## src/rtl/lane_unpacker.sv

```systemverilog
// Replays the lanes of one parity-protected packed word, one lane per cycle, on a valid/ready stream.
// Define LANE_UNPACKER_PARITY_EN to enable the parity check, out_perr and err_count.
module lane_unpacker #(
  parameter int LANES = 10,
  parameter int W     = 4,
  parameter int IDXW  = 4
) (
  input  logic                 clock,
  input  logic                 reset_n,
  input  logic                 in_valid,
  output logic                 in_ready,
  input  logic [LANES*W-1:0]   in_data,
  input  logic                 in_parity,
  output logic                 out_valid,
  input  logic                 out_ready,
  output logic [W-1:0]         out_data,
  output logic [IDXW-1:0]      out_idx,
  output logic                 out_last,
  output logic                 out_perr,
  output logic [7:0]           err_count
);

  typedef enum logic {IDLE, DRAIN} state_t;

  state_t               state_q, state_d;
  logic [LANES*W-1:0]   word_q;
  logic [IDXW-1:0]      idx_q, idx_d;
  logic                 last;
  logic                 accept;
  logic [W-1:0]         lanes [LANES];

  assign last     = (idx_q == IDXW'(LANES - 1));
  assign in_ready = (state_q == IDLE) | ((state_q == DRAIN) & last & out_ready);
  assign accept   = in_valid & in_ready;

  // NOTE: every always_comb output gets a default first, so no path can infer a latch.
  always_comb begin
    state_d = state_q;
    idx_d   = idx_q;
    case (state_q)
      IDLE: begin
        if (in_valid) begin
          state_d = DRAIN;
          idx_d   = '0;
        end
      end
      DRAIN: begin
        if (out_ready) begin
          if (!last) begin
            idx_d = idx_q + IDXW'(1);
          end else if (in_valid) begin
            idx_d = '0;
          end else begin
            state_d = IDLE;
            idx_d   = '0;
          end
        end
      end
      default: begin
        state_d = IDLE;
        idx_d   = '0;
      end
    endcase
  end

  // NOTE: sequential state uses non-blocking assignments only, so all registers update together.
  always_ff @(posedge clock) begin
    if (!reset_n) begin
      state_q <= IDLE;
      idx_q   <= '0;
      word_q  <= '0;
    end else begin
      state_q <= state_d;
      idx_q   <= idx_d;
      if (accept) word_q <= in_data;
    end
  end

  // Lane 0 lives in the MSBs of the held word.
  always_comb begin
    for (int i = 0; i < LANES; i++) begin
      lanes[i] = word_q[(LANES-i)*W-1 -: W];
    end
  end

  assign out_valid = (state_q == DRAIN);
  assign out_data  = lanes[idx_q];
  assign out_idx   = idx_q;
  assign out_last  = last;

`ifdef LANE_UNPACKER_PARITY_EN
  logic       perr_in;
  logic       perr_q;
  logic [7:0] err_q;

  assign perr_in = (^in_data) != in_parity;

  always_ff @(posedge clock) begin
    if (!reset_n) begin
      perr_q <= 1'b0;
      err_q  <= '0;
    end else if (accept) begin
      perr_q <= perr_in;
      if (perr_in && (err_q != 8'hFF)) err_q <= err_q + 8'd1;
    end
  end

  assign out_perr  = perr_q;
  assign err_count = err_q;
`else
  logic unused_parity;
  assign unused_parity = in_parity;
  assign out_perr      = 1'b0;
  assign err_count     = 8'h00;
`endif

endmodule

```

## config.mk

```make
export PLATFORM = sky130hd
export DESIGN_NAME = lane_unpacker
export DESIGN_NICKNAME = d
export VERILOG_FILES = /design/src/rtl/lane_unpacker.sv
export SDC_FILE = /design/constraint.sdc
export NUM_CORES = 1
export LEC_CHECK = 0
export ABC_AREA = 0
export CAP_MARGIN = 20
export CORE_MARGIN = 4
export CORE_UTILIZATION = 43
export CTS_BUF_LIST = sky130_fd_sc_hd__clkbuf_4 sky130_fd_sc_hd__clkbuf_8 sky130_fd_sc_hd__clkbuf_16
export DETAILED_ROUTE_END_ITERATION = 12
export GPL_ROUTABILITY_DRIVEN = 0
export GPL_TIMING_DRIVEN = 0
export PLACE_DENSITY_LB_ADDON = 0.1
export SLEW_MARGIN = 10
export SYNTH_ARGS = -nofsm -noshare
export SYNTH_HDL_FRONTEND = slang
export SYNTH_SLANG_ARGS = --single-unit
```

## constraint.sdc

```tcl
create_clock -name clock -period 1.6 [get_ports clock]
set_clock_uncertainty 0.2 [all_clocks]
set_input_delay 0.32 -clock clock [delete_from_list [all_inputs] [get_ports clock]]
set_output_delay 0.32 -clock clock [all_outputs]
set_load 0.02 [all_outputs]
```

==> results of run 1 <==
==> cell families (layout without fill, tap and decap cells) <==
family | Yosys count | after routing | share of synthesized area
and+or+nand+nor | 96 | 96 | 0.176
muxes | 57 | 57 | 0.278
DFF | 45 | 45 | 0.397
buffers and inverters | 28 | 105 | 0.0804
AOI/OAI and AO/OA | 20 | 20 | 0.0567
adders and majority gates | 2 | 2 | 0.0110
other | 1 | 9 | 0.00165
==> metal layers <==
metal | vias to the layer above | GRT usage
met5 | - | 0
met4 | 0 | 0.0490
met3 | 4 | 0.0404
met2 | 45 | 0.328
met1 | 983 | 0.227
li1 | 997 | -
==> registers in the layout, summed over array words and instances (netlist names) <==
name       cells
out_idx        4
lanes         40
out_valid      1
==> critical path: stages, from the launching register on <==
cell and delay, ns:
dfxtp_4 0.37, bufbuf_16 0.26, buf_12 0.11, mux2_2 0.34, o22ai_2 0.16, o22ai_4 0.10, buf_6 0.14
==> report_power, final <==
part	leakage, nW	switching [W]	internal, W
clock	0.0399	0.000360	0.000288
sequential	0.371	0.0000392	0.00119
combinational	1.02	0.000244	0.000351
==> cell type report <==
cell class	count	share of cell area
plain buffers	26	0.0683
clock buffers	5	0.0198
clock inverters	1	0.00144
inverters	2	0.00360
multi-input cells	184	0.389
flip-flops and latches	45	0.262
well taps	70	0.0252
repair buffers	71	0.231
==> synthesized netlist by cell type (all sizes together), types with 3 or more instances <==
cell type   n  area share
o22ai       8       0.022
or3         3      0.0083
mux2i      45        0.20
mux4        4       0.040
dfxtp      45        0.40
o21ai       6       0.013
mux2        8       0.040
clkbuf      7       0.012
nand2      85        0.14
buf        19       0.066
a21boi      4       0.015
==> final timing paths <==
| kind | start | end | slack, ns | cells past startpoint |
|---|---|---|---|---|
| hold / removal | reset_n | lanes[13] | 0.18 | 3 |
| setup / recovery | out_idx[0] | out_data[2] | -0.69 | 6 |
| setup reg to reg | out_idx[1] | lanes[22] | -0.38 | 10 |
| hold reg to reg | lanes[16] | lanes[16] | 0.26 | 2 |
==> metrics by stage <==
step | cell area (µm²) | utilization | power (W) | setup slack (ns)
6_report | 3480 | 0.681 | 0.00247 | -0.693
5_1_grt | 3480 | 0.681 | 0.00257 | -0.742
4_1_cts | 3520 | 0.690 | 0.00249 | -0.701
3_5_place_dp | 3030 | 0.593 | 0.00172 | -0.818
3_3_place_gp | 3030 | 0.593 | 0.00172 | -0.815
2_1_floorplan | 2410 | - | 0.00154 | -0.241
==> timing repair <==
item                       CTS  global route
gates resized for setup     76            10
setup buffers               13             2
pin swaps                    4             2
setup endpoints to repair   54            53
cloned                       6             0
==> results.sh, run 1 <==
export IMPL_met1Wirelength_mm=2.60
export IMPL_cts_clk_slew_worst_paths_ns=0.08
export IMPL_cts_buffers=5
export IMPL_antenna_left=0
export IMPL_start_util=0.445
export IMPL_dp_cells=380
export IMPL_drc=0
export IMPL_cts_sinks=45
export IMPL_holdBufCountCts=0
export IMPL_overflow=0
export IMPL_setup_viol=50
export IMPL_path_max_fanout=5
export IMPL_area_delta_synth_final_pct=53.2
export IMPL_htreeDepth=2
export IMPL_clk_latency_ns=0.29
export IMPL_violations="setup timing"
export IMPL_layout_common_cells="nand2_1, mux2i_1, clkdlybuf4s50_1, dfxtp_1, buf_4"
export IMPL_n_antenna_cell=0
export IMPL_p_leak_nw=1.43
export IMPL_grt_max_degree=13
export IMPL_die_w_um=80.7
export IMPL_final_max_slew_violation_count=0
export IMPL_viasPerCell=5.02
export IMPL_cts_tree="done"
export IMPL_grt_pass1_wl_mm=9.24
export IMPL_worstPathRequired_ns=1.08
export IMPL_synthArstFlopShare=0
export IMPL_end_kind="primary output"
export IMPL_irDropWorstVdd_mv=0.525
export IMPL_whs_ns=0.175
export IMPL_clockRootBuffer="clkbuf_8"
export IMPL_synth_ff_type="dfxtp_1"
export IMPL_synth_enable_flop_cells=0
export IMPL_wl_per_cell_um=14.6
export IMPL_ys_warn_count=0
export IMPL_dr_wl_met3_um=304
export IMPL_pwr_density_cell_mw_per_mm2=709
export IMPL_cts_buffer_depth=2
export IMPL_hold_class="input pin to flip-flop"
export IMPL_status="finished with violations"
export IMPL_max_freq_ghz=0.436
export IMPL_ys_types=28
export IMPL_cap_violations=0
export IMPL_drt_iter0_drc=63
export IMPL_grt_pass1_vias=1915
export IMPL_syn_avg_cell_area_um2=9.12
export IMPL_nFillCells=418
export IMPL_cp_arrival_ns=1.77
export IMPL_ys_seq_area_frac=0.397
export IMPL_first_pass_iters=4
export IMPL_setup_tns_ns=-15.16
export IMPL_final_cells=404
export IMPL_core_area_mm2=0.00511
export IMPL_period_share=1.43
export IMPL_drive_gt1_frac=0.246
export IMPL_die_area_mm2=0.00651
export IMPL_layout_commonest_cell="nand2_1"
export IMPL_fin_crit_ns=2.29
export IMPL_io_pins=65
export IMPL_grt_use_total=0.186
export IMPL_multiInputGateArea_mm2=0.00135
export IMPL_rsz0062_at_grt="yes"
export IMPL_critPathKind="flip-flop to primary output"
export IMPL_portBuffers=53
export IMPL_wirelength_mm=5.91
export IMPL_synth_seq_cells=45
export IMPL_hold_viol_final=0
export IMPL_num_rows=26
export IMPL_setup_ws_ns=-0.693
export IMPL_wl_met2_mm=2.96
export IMPL_antenna_found_initial=0
export IMPL_regArea_um2=910
export IMPL_fin_nets=382
export IMPL_vias=2029
export IMPL_syn_inst=249
export IMPL_synth_area_mm2=0.00227
export IMPL_top_layer_used="met4"
export IMPL_startpoint_type="flip-flop"
export IMPL_dpl_hpwl_mm=3.90
export IMPL_fp_dieH_um=80.7
No activity file was read; power rests on OpenSTA's default activity.
==> inputs of run 2 (changes only) <==
- CTS_BUF_LIST: sky130_fd_sc_hd__clkbuf_4 sky130_fd_sc_hd__clkbuf_8 sky130_fd_sc_hd__clkbuf_16 -> unset
==> results of run 2 <==
Final layout, timing and power as in run 1 (identical DEF).
